**config.mk**
```make
export PLATFORM = sky130hd
export DESIGN_NAME = sb_array
export DESIGN_NICKNAME = d
export VERILOG_FILES = /design/src/rtl/sb_pkg.sv /design/src/rtl/sb_track_route.sv /design/src/rtl/sb_array.sv
export SDC_FILE = /design/constraint.sdc
export NUM_CORES = 1
export LEC_CHECK = 0
export ABC_AREA = 1
export BUFFER_PORTS_ARGS = -buffer_cell sky130_fd_sc_hd__clkbuf_2
export CAP_MARGIN = 40
export CORE_MARGIN = 1
export CORE_UTILIZATION = 42
export CTS_BUF_LIST = sky130_fd_sc_hd__clkbuf_4
export CTS_CLUSTER_SIZE = 16
export DETAILED_ROUTE_END_ITERATION = 6
export GPL_TIMING_DRIVEN = 0
export PLACE_DENSITY = 0.67
export SLEW_MARGIN = 10
export SYNTH_ARGS = -nofsm -noshare
export SYNTH_HDL_FRONTEND = slang
export SYNTH_SLANG_ARGS = --single-unit
```
**constraint.sdc**
```tcl
create_clock -name clk -period 6.4 [get_ports clk]
set_input_delay 1.28 -clock clk [delete_from_list [all_inputs] [get_ports clk]]
set_output_delay 1.28 -clock clk [all_outputs]
set_load 0.01 [all_outputs]
```
**src/rtl/sb_pkg.sv**
```systemverilog
// Shared types and helpers for the sb_array switch box: side encoding,
// per-track route config word and mod-4 rotation helpers.
package sb_pkg;

  typedef enum logic [1:0] {N = 2'd0, E = 2'd1, S = 2'd2, W = 2'd3} dir_e;

  localparam int CFG_W = 9;

  typedef struct packed {
    logic       mode;
    logic [3:0] dvn;
    logic [3:0] dve;
  } sb_cfg_t;

  function automatic logic [1:0] rot_cw(input logic [1:0] s);
    return s + 2'd1;
  endfunction

  function automatic logic [1:0] rot_ccw(input logic [1:0] s);
    return s - 2'd1;
  endfunction

  // A track is illegal with three or more drivers, or with no driver but
  // sinks requested.
  function automatic logic cfg_err_f(input sb_cfg_t c);
    logic [2:0] k;
    k = 3'(c.dve[0]) + 3'(c.dve[1]) + 3'(c.dve[2]) + 3'(c.dve[3]);
    return (k >= 3'd3) || (k == 3'd0 && |c.dvn);
  endfunction

endpackage

```
**src/rtl/sb_track_route.sv**
```systemverilog
// Combinational router for one track: maps the four side inputs to the
// four side outputs/enables from the active config word.
module sb_track_route
  import sb_pkg::*;
(
  input  sb_cfg_t    i_cfg,
  input  logic [3:0] i_in,
  output logic [3:0] o_out,
  output logic [3:0] o_oe,
  output logic       o_err
);

  logic [2:0] w_k;
  logic [1:0] w_a, w_b, w_da, w_db;

  // w_a = lowest driver side, w_b = highest, w_k = driver count
  always_comb begin
    w_k = '0;
    w_a = '0;
    w_b = '0;
    for (int s = 0; s < 4; s++) begin
      if (i_cfg.dve[s]) begin
        if (w_k == 3'd0) w_a = 2'(s);
        w_b = 2'(s);
        w_k = w_k + 3'd1;
      end
    end
  end

  always_comb begin
    o_out = '0;
    o_oe  = '0;
    w_da  = w_a;
    w_db  = w_b;
    if (w_b - w_a == 2'd2) begin
      w_da = i_cfg.mode ? rot_ccw(w_a) : rot_cw(w_a);
      w_db = i_cfg.mode ? rot_ccw(w_b) : rot_cw(w_b);
    end else if (!i_cfg.mode) begin
      w_da = w_a + 2'd2;
      w_db = w_b + 2'd2;
    end else if (w_b - w_a == 2'd1) begin
      w_da = rot_ccw(w_a);
      w_db = rot_cw(w_b);
    end else begin
      // wrap-around pair {W,N}: W is the lower-clockwise side
      w_da = rot_cw(w_a);
      w_db = rot_ccw(w_b);
    end

    case (w_k)
      3'd1: begin
        for (int s = 0; s < 4; s++) begin
          if (2'(s) != w_a && i_cfg.dvn[s]) begin
            o_oe[s]  = 1'b1;
            o_out[s] = i_in[w_a];
          end
        end
      end
      3'd2: begin
        o_oe[w_da]  = 1'b1;
        o_out[w_da] = i_in[w_a];
        o_oe[w_db]  = 1'b1;
        o_out[w_db] = i_in[w_b];
      end
      default: ;
    endcase
  end

  assign o_err = cfg_err_f(i_cfg);

endmodule

```
**src/rtl/sb_array.sv**
```systemverilog
// Multi-track switch box: serial shadow config chain, atomic commit to the
// active config, per-track routers. SB_OUTPUT_REG_EN adds output flops.
module sb_array
  import sb_pkg::*;
#(
  parameter int TRACKS = 4
) (
  input  logic                clk,
  input  logic                rst,
  input  logic                cfg_en,
  input  logic                cfg_in,
  input  logic                cfg_commit,
  output logic                cfg_out,
  output logic                cfg_err,
  input  logic [4*TRACKS-1:0] pin_in,
  output logic [4*TRACKS-1:0] pin_out,
  output logic [4*TRACKS-1:0] pin_oe
);

  localparam int CW = CFG_W * TRACKS;

  logic [CW-1:0]       r_shadow, r_active;
  logic                r_err;
  logic [4*TRACKS-1:0] w_out, w_oe;
  logic [TRACKS-1:0]   w_trk_err, w_sh_err;

  for (genvar t = 0; t < TRACKS; t++) begin : g_trk
    logic [3:0] w_in, w_o, w_e;
    for (genvar s = 0; s < 4; s++) begin : g_side
      assign w_in[s]             = pin_in[s*TRACKS+t];
      assign w_out[s*TRACKS+t]   = w_o[s];
      assign w_oe[s*TRACKS+t]    = w_e[s];
    end
    sb_track_route u_route (
      .i_cfg (sb_cfg_t'(r_active[CFG_W*t +: CFG_W])),
      .i_in  (w_in),
      .o_out (w_o),
      .o_oe  (w_e),
      .o_err (w_trk_err[t])
    );
    assign w_sh_err[t] = cfg_err_f(sb_cfg_t'(r_shadow[CFG_W*t +: CFG_W]));
  end

  // Commit samples the pre-shift shadow; the error flag follows the value
  // being loaded so it is valid on the same edge as the new route.
  always_ff @(posedge clk or posedge rst) begin
    if (rst) begin
      r_shadow <= '0;
      r_active <= '0;
      r_err    <= 1'b0;
    end else begin
      if (cfg_commit) r_active <= r_shadow;
      if (cfg_en)     r_shadow <= {cfg_in, r_shadow[CW-1:1]};
      r_err <= cfg_commit ? |w_sh_err : |w_trk_err;
    end
  end

  assign cfg_out = r_shadow[0];
  assign cfg_err = r_err;

`ifdef SB_OUTPUT_REG_EN
  logic [4*TRACKS-1:0] r_out, r_oe;
  always_ff @(posedge clk or posedge rst) begin
    if (rst) begin
      r_out <= '0;
      r_oe  <= '0;
    end else begin
      r_out <= w_out;
      r_oe  <= w_oe;
    end
  end
  assign pin_out = r_out;
  assign pin_oe  = r_oe;
`else
  assign pin_out = w_out;
  assign pin_oe  = w_oe;
`endif

endmodule
```
**Word level (Yosys, flattened, before mapping)**

Index checks and enable logic that the tools add are counted.

- Register bits after elaboration: 73
- Bits in latches: 0
- Memory bits (writable): 0
- ROM bits: 0
- Output and inout port bits: 34
- Memories kept: 0

- Add/sub/neg operators: 64
- Multipliers: 0
- Divide/modulo/power cells: 0
- Order comparisons: 32
- Equality and inequality tests: 28
- Shift operators: 0
- Muxes and demuxes: 161
- Bitwise gates (word level): 8
- Reductions and logical operators: 74

Operators by type and width:

| cell | count |
|---|---|
| $mux W2 | 60 |
| $pmux W4 S2 | 8 |
| $mux W1 | 61 |
| $logic_not A3 Y1 | 20 |
| $lt A2 B3 Y1 const B | 16 |
| $reduce_or A4 Y1 | 10 |
| $add A3 B1 Y3 | 12 |
| $mux W3 | 12 |
| $logic_and A1 B1 Y1 | 32 |
| $add A3 B1 Y3 const B | 8 |
| $ge A3 B2 Y1 const B | 8 |
| $add A1 B1 Y2 | 8 |
| $add A2 B1 Y2 const B | 8 |
| $add A2 B2 Y2 const B | 8 |
| $and A4 B4 Y4 | 4 |
| $bmux W1 S2 | 8 |
| $bwmux W4 | 4 |
| $demux W1 S2 | 8 |
| $ge A2 B1 Y1 const B | 8 |
| $ne A2 B2 Y1 const A | 8 |
| $or A4 B4 Y4 | 4 |
| $sub A2 B1 Y2 const B | 8 |
| $add A2 B1 Y3 | 4 |
| $eq A3 B1 Y1 const B | 4 |
| other kinds (8) | 36 |

**Logic depth before layout (Yosys ltp)**

Gate-level depths: netlist of run 1.

- Word-level depth: 20
- Gate-level depth with buffers: 22
- Gate-level depth less buffers: 22

**Cells and area by module**

Synthesis of run 1 repeated with hierarchy kept, for this count alone.

- Cells, all modules: 974
- Area total of the unflattened synthesis: 6988.0 µm²

By module, submodules not included:

| module | instances | cells each | area each (µm²) |
|---|---|---|---|
| sb_array | 1 | 318 | 3150.5 |
| sb_track_route (g_trk[1].u_route ...) | 2 | 164 | 929.6 |
| sb_track_route (g_trk[3].u_route) | 1 | 165 | 1006.0 |
| sb_track_route (g_trk[0].u_route) | 1 | 163 | 972.2 |

**Least setup slack after synthesis of run 1**

No wires, ideal clock.

- Path type: register to output
- From: register r_active[10]
- To: output pin_out[1]
- Data arrival time: 2.743 ns
- Data required time: 5.120 ns
- Path slack: 2.377 ns
- Stages on the path, launching flop included: 22
- Cells stage by stage: dfrtp_1 > inv_1 > ha_1 > xor2_1 > inv_1 > ha_1 > nand2_1 > inv_1 > nand2_2 > nand2_1 > ha_1 > inv_1 > nand4_2 > nand2_2 > nand2_4 > inv_2 > nand2_1 > o21ai_2 > nand3_1 > nand2_1 > nand3_1 > nand2_1

- Word-level cells in the longest chain between the ends: 18
- Elaborated cells between the ends (all ways): 54
- Classes of those cells: add/sub: 9; order compare: 4; eq/ne: 4; mux: 30; bitwise: 1; reduce/logical: 6

Ends and longest elaborated chain:

| element | RTL line | source |
|---|---|---|
| from (decl) | sb_array.sv:22 | `logic [CW-1:0] r_shadow, r_active;` |
| from (signal assigned) | sb_array.sv:52 | `if (cfg_commit) r_active <= r_shadow;` |
| $mux W3 | sb_track_route.sv:22 | `if (i_cfg.dve[s]) begin` |
| $add A3 B1 Y3 or $logic_not A3 Y1 (tied branches) | sb_track_route.sv:25, sb_track_route.sv:23 |  |
| $mux W3 or $mux W2 (tied branches) | sb_track_route.sv:22, sb_track_route.sv:23 |  |
| $logic_not A3 Y1 or $mux W2 (tied branches) | sb_track_route.sv:23, sb_track_route.sv:22 |  |
| $mux W2 | sb_track_route.sv:23 | `if (w_k == 3'd0) w_a = 2'(s);` |
| $mux W2 | sb_track_route.sv:22 |  |
| $sub A2 B2 Y2 | sb_track_route.sv:35, sb_track_route.sv:41 |  |
| $eq A2 B1 Y1 | sb_track_route.sv:41 | `end else if (w_b - w_a == 2'd1) begin` |
| [2 not listed] | -- |  |
| $mux W2 | sb_track_route.sv:35 | `if (w_b - w_a == 2'd2) begin` |
| $lt A2 B3 Y1 (implied by the code) or $ge A2 B1 Y1 (tied branches) | sb_track_route.sv:61 | `o_out[w_da] = i_in[w_a];` |
| $logic_and A1 B1 Y1 (implied by the code) | sb_track_route.sv:61 |  |
| $mux W1 (implied by the code) | sb_track_route.sv:61 |  |
| $demux W1 S2 | -- |  |
| $and A4 B4 Y4 (no line) | -- |  |
| $bwmux W4 | sb_track_route.sv:63 | `o_out[w_db] = i_in[w_b];` |
| $pmux W4 S2 (*) | sb_track_route.sv:50 | `case (w_k)` |
| to (decl) | sb_array.sv:16 | `output logic [4*TRACKS-1:0] pin_out,` |

Mark *: on every way between the ends. The rest lies on a longest branch, timed or not. The select of a mux whose other input is x is not followed.

**Worst setup path after layout of run 1**

- From: register r_active[10]
- To: output pin_out[9]

Same word-level chain as after synthesis.

==> metrics, run 1 <==
antenna-violating nets left=0; Post-synth EDFFs=0; largest family of logic cells by synthesized area=simple AND/OR/NAND/NOR gates; syn avg cell area=6.97 um^2; max-slew violation count=0; Worst EP arrival=3.65 ns; post-cts hold buffer count=0; Pre-Repair DR Iteration Count=7; final WL=15000 um; Slew @ Worst Pin=0.614 ns; Reg-to-Reg Start=r_active[1]; GR Overflow Total=0; Layout area overhead=9.98%; area taken by multi-input logic gates=0.00400 mm^2; leakage=3.81 nW; HP Class=flop to flop; later-pin clock latency in the skew report=0.44 ns; H-tree Lvls=3; Worst Path Required=5.12 ns; pin count of the biggest net entering global routing=46; Fin. Hold Viols=0; setup TNS=0 ns; Cell Rows=44; Async SR Flop Fraction=100%; failing checks=design-rule violations; detailed-route via count=6038; #FFs+latches synth=73; Synth area leaders=dfrtp_1 29%, nand2_1 15%, ha_1 11%; HP Start=r_shadow[26]; RD Place Congestion=0.870; fill count=1517; sequential-to-total area share from yosys stat=28.7%; Reg area=0.00183 mm^2; Peak supply drop=0.000106 V; Clock Skew=0.00975 ns; synth unique cells=45; Starting DRT DRC Count=418; global-route wire length before repair=25600 um; Buf+Inv Stages, Crit Path=6; Tmin final=4.93 ns; Antenna Cells=0; adder-cell share of the synthesized area=13.5%; Slew HR=59.1%; clock slew at reported path FFs=0.12 ns; Commonest cells post-synth=261 x nand2_1, 111 x inv_1, 81 x nand3_1; Avg WL per Cell=12.8 um; most used cell along the critical path=nand2_1; status=complete, but fails checks; core area=0.0146 mm^2; layout cells sized above 1=14.0%; clk buf depth=2; vias in the first global route=5542; XOR/XNOR Fraction of Synth Area=2.71%; Final nets=1064; Die X=125 um; setup bufs post-CTS=0; CP max stage cell=dfrtp_1; Syn Std Cell Area=0.00637 mm^2; Max-cap violations=0; initial antenna violation count=0; critical path's largest stage delay=0.43 ns; post-synthesis compound-gate area fraction=10.6%; Port Buf Inserts=53; proportion of synthesized area in mux cells=0.177%; Period Utilization, post-route=77.1%; vias per cell=5.17; yosys warns=0; CTS tree=done; cell taking the most area after synthesis=dfrtp_1; Synth Instances=914; Startpoint Class=flop; GRT Util Overall=19.7%; crit path launch=r_active[10]; fmax=0.203 GHz; die height=125 um; simple-gate share of the synthesized area=35.8%; Power Total=2.37 mW; Critical Path End Type=output pin; worst path cell trace=inv_1, ha_1, xor2_1, inv_1, ha_1, nand2_1, inv_1, nand2_2, nand2_1, ha_1, inv_1, nand4_2, nand2_2, nand2_4, inv_2, nand2_1, o21ai_2, nand3_1, nand2_1, nand3_1, nand2_1, clkbuf_2; critical-path maximum fanout=8; Top FF cell, synth=dfrtp_1; Initial Util=43.5%; most numerous cell in the Yosys netlist=nand2_1; die area=0.0157 mm^2; # IOs=55; Power Density=338 mW/mm^2; post_cts resized=0; Yosys top cell area share=28.7%; CTS Root Cell=clkbuf_4; unrepaired setup endpoints after global routing=no; # clock sinks=73; Finish-stage setup viols=0; crit path kind=flop to output pin; Top delay family on crit path=simple AND/OR/NAND/NOR gates; CTS Buf Count=9; final hold slack=0.486 ns; syn_nets=999; HPWL after DPL=11800 um; drt drc=4
## final timing paths
| path | end | slack (ns) | depth (start not counted) |
|---|---|---|---|
| setup / recovery | pin_out[9] | 1.47 | 22 |
| hold / removal | r_active[26] | 0.49 | 2 |
| setup reg to reg | cfg_err | 3.87 | 12 |
| hold reg to reg | r_active[26] | 0.49 | 2 |
| max in group asynchronous | r_active[10] | 5.04 | 3 |
| min in group asynchronous | cfg_err | 0.81 | 2 |
## where the power goes
group	switching (mW)	internal [mW]	total (mW)	leakage (nW)
clock	0.161	0.0900	0.251	0.0624
combinational	0.971	0.539	1.51	2.87
sequential	0.0775	0.531	0.609	0.882
total	1.21	1.16	2.37	3.81
## placed cells by master (no fill, tap or decap), types with 12 or more instances in the layout
| cell type | count |
|---|---|
| a21oi_1 | 27 |
| clkbuf_1 | 16 |
| clkbuf_2 | 54 |
| clkbuf_4 | 12 |
| dfrtp_1 | 73 |
| ha_1 | 56 |
| inv_1 | 110 |
| inv_2 | 13 |
| nand2_1 | 261 |
| nand2_2 | 19 |
| nand3_1 | 81 |
| nand4_1 | 31 |
| nor2_1 | 39 |
| nor3_1 | 17 |
| nor4_1 | 12 |
| o21ai_0 | 69 |
| o21ai_1 | 13 |
## layer usage
layer | up-vias | part of all wire [%] | GRT usage, %
met5 | - | 0 | 0
met3 | 13 | 3.7 | 2.87
li1 | 3136 | - | -
met4 | 0 | 0.75 | 3.80
met1 | 2783 | 49 | 27.3
met2 | 106 | 47 | 33.0
## state kept, by name, indices dropped and copies added (netlist names)
signal	flops
cfg_err	1
r_shadow	36
r_active	36
## layout make-up
cell class                      instances  share of cell area, %
Tap cell                              184                   3.29
Clock inverter                          4                  0.286
Multi-Input combinational cell        698                   57.1
Timing Repair Buffer                   54                   4.18
Sequential cell                        73                   26.1
Buffer                                 18                   1.00
Inverter                              125                   6.74
Clock buffer                           12                   1.29
## stage by stage
step / setup WS (ns) / std cells / util, % / instance area (um^2)
after floorplan: 2.38 / 914 / - / 6370
after global routing: 1.11 / 1168 / 47.8 / 7000
after CTS: 1.44 / 1168 / 47.8 / 7000
after detailed placement: 1.94 / 1152 / 47.1 / 6890
final: 1.47 / 1168 / 47.8 / 7000
after global placement: 2.00 / 1151 / 46.9 / 6860
## worst min-delay path, delay by kind of cell (launching register included)
family             cells  cell delay [ns]
DFF                    1             0.36
and+or+nand+nor        1             0.05
AOI/OAI and AO/OA      1             0.06
## kinds of logic after synthesis
logic type                 Yosys count
and+or+nand+nor                    491
buffers and inverters              143
AOI/OAI and AO/OA                  124
DFF                                 73
adders and majority gates           64
xor gates and xnor gates            18
muxes                                1
(Power assumes the default switching activity.)
==> run 2: changes to the inputs <==
ABC_AREA = 0   (was 1)
PLACE_DENSITY = 0.66   (was 0.67)
clock period = 4.95 ns   (was 6.4 ns; I/O delays follow)
==> metrics, run 2 <==
sequential-to-total area share from yosys stat=27.3%; Starting DRT DRC Count=449; Antenna Cells=0; Commonest cells post-synth=77 x nand2_1, 73 x dfrtp_1, 56 x ha_1, 56 x mux2_2, 54 x o21ai_0; clock slew at reported path FFs=0.12 ns; HPWL after DPL=11800 um; Port Buf Inserts=53; final core utilization=51.7%; die area=0.0164 mm^2; # IOs=55; Peak supply drop=0.000477 V; Worst Path Required=3.96 ns; critical-path maximum fanout=10; Clock Skew=0.0132 ns; Final nets=929; die height=128 um; cell taking the most area after synthesis=dfrtp_1; status=complete, no violations; most numerous cell in the Yosys netlist=nand2_1; drt drc=0; commonest non-fill, non-tap cell in the layout=nand2_1; # clock sinks=73; Post-synth EDFFs=0; Worst EP arrival=3.77 ns; crit path kind=flop to output pin; Tmin final=4.76 ns; clk buf depth=2; CTS tree=done; Syn Std Cell Area=0.00668 mm^2; initial antenna violation count=0; Slew @ Worst Pin=0.692 ns; worst slack, placed=-0.569 ns; yosys warns=0; Synth Instances=759; Yosys top cell area share=27.3%; Pre-Repair DR Iteration Count=7; layout cells sized above 1=29.4%; GRT Util Overall=19.9%; Period Utilization, post-route=96.2%; final worst setup slack=0.186 ns; Initial Util=43.5%; detailed-route via count=5922; max-slew violation count=0; core area=0.0154 mm^2; Critical Path End Type=output pin; later-pin clock latency in the skew report=0.41 ns; vias per cell=5.60; Top FF cell, synth=dfrtp_1; H-tree Lvls=3; Avg WL per Cell=15.3 um; final WL=16200 um; syn_nets=844; Max-cap violations=0; #FFs+latches synth=73; commonest non-fill, non-tap cells in the layout=74 x nand2_1, 67 x dfrtp_1, 55 x mux2_2; vias in the first global route=5416; syn avg cell area=8.80 um^2; fmax=0.210 GHz; Async SR Flop Fraction=100%; leakage=3.48 nW; Synth area leaders=dfrtp_1 27%, ha_1 10%, mux2_2 9.4%; GR Overflow Total=0; Power Density=780 mW/mm^2; Fin. Hold Viols=0; antenna-violating nets left=0; Layout area overhead=19.0%; pin count of the biggest net entering global routing=44; CTS Root Cell=clkbuf_4; HP Class=flop to flop; synth unique cells=83; Finish-stage setup viols=0; CTS Buf Count=9; Die X=128 um; Startpoint Class=flop; RD Place Congestion=0.893; global-route wire length before repair=26700 um; Slew HR=53.8%; Cell Rows=45
-- run 2: changes by cell type in the layout (fill, tap and decap cells not counted), moves of 18 or more --
cell     change
o21ai_0     -25
nand2_1    -187
buf_4       +27
mux2_2      +54
mux2i_1     +18
inv_1       -74
nand4_1     -25
nand3_1     -51
-- run 2: critical path, stage by stage (launching register included) --
cell and delay (ns):
dfrtp_1 0.41, inv_2 0.10, ha_4 0.22, xor2_2 0.18, inv_2 0.06, ha_4 0.17, nand2_4 0.09, nor2_4 0.05
nor2_4 0.14, inv_4 0.06, ha_4 0.29, buf_4 0.16, nand2_1 0.07, a22oi_1 0.16, o211ai_1 0.12, a221oi_2 0.43
and2_4 0.24, nor3_1 0.05, o21ai_0 0.19, clkbuf_2 0.17
-- run 2: path summary, 6_finish.rpt --
path,from,end,slack (ns),cells past startpoint
hold / removal,r_shadow[35],r_active[35],0.53,2
hold reg to reg,r_shadow[35],r_active[35],0.53,2
setup reg to reg,r_active[2],cfg_err,2.57,10
setup / recovery,r_active[9],pin_oe[9],0.19,19
max in group asynchronous,rst,r_active[10],3.81,3
min in group asynchronous,rst,r_shadow[25],0.55,2
-- run 2: kinds of logic (layout without fill, tap and decap cells) --
kind of cell / count (synthesis) / count (layout) / share of synthesized area, %
buffers and inverters: 78 / 166 / 4.59
AND/OR/NAND/NOR: 244 / 244 / 18.1
multiplexers: 78 / 78 / 12.8
AO/OA/AOI/OAI: 195 / 195 / 20.3
flip-flops: 73 / 73 / 27.3
XOR/XNOR: 27 / 27 / 3.99
adder cells (fa/ha/maj): 64 / 64 / 12.9
-- run 2: timing repair --
item	in CTS	in global routing
endpoints found under the setup margin	32	32
pin swaps	6	17
hold buffers	0	0
resized for setup	48	60
setup buffers	17	7
-- run 2: stage by stage --
stage	hold WS [ns]	TNS [ns]	instances	power (mW)	cell area, um^2
after detailed placement	0.507	-7.36	1024	4.97	7230
after CTS	0.532	0	1053	5.76	7690
final	0.531	0	1058	6.20	7950
after floorplan	0.462	0	759	4.04	6680
after global routing	0.564	-0.105	1058	6.77	7950
after global placement	0.502	-6.96	1023	4.94	7210
-- run 2: layer usage --
metal | track usage [%] | wire length [um] | share of wire (%)
met2 | 30.9 | 7250 | 45
met5 | 0 | 0 | 0
met4 | 3.67 | 176 | 1.1
met3 | 2.84 | 572 | 3.5
met1 | 29.4 | 8170 | 51
-- run 2: power breakdown --
group / leakage [nW] / switching (mW) / internal [mW]
registers: 0.915 / 0.222 / 0.796
logic: 2.50 / 2.65 / 2.17
clock network: 0.0658 / 0.204 / 0.152
total: 3.48 / 3.08 / 3.12
-- run 2: area by class of cell --
| class | instances | area, um^2 |
|---|---|---|
| tap | 211 | 264 |
| multi-input combinational | 608 | 4940 |
| inverter | 48 | 188 |
| clock inverter | 4 | 46.3 |
| clock buffer | 10 | 75.1 |
| timing repair buffer | 78 | 465 |
| buffer | 26 | 134 |
| sequential | 73 | 1830 |
| fill | 1432 | 7420 |
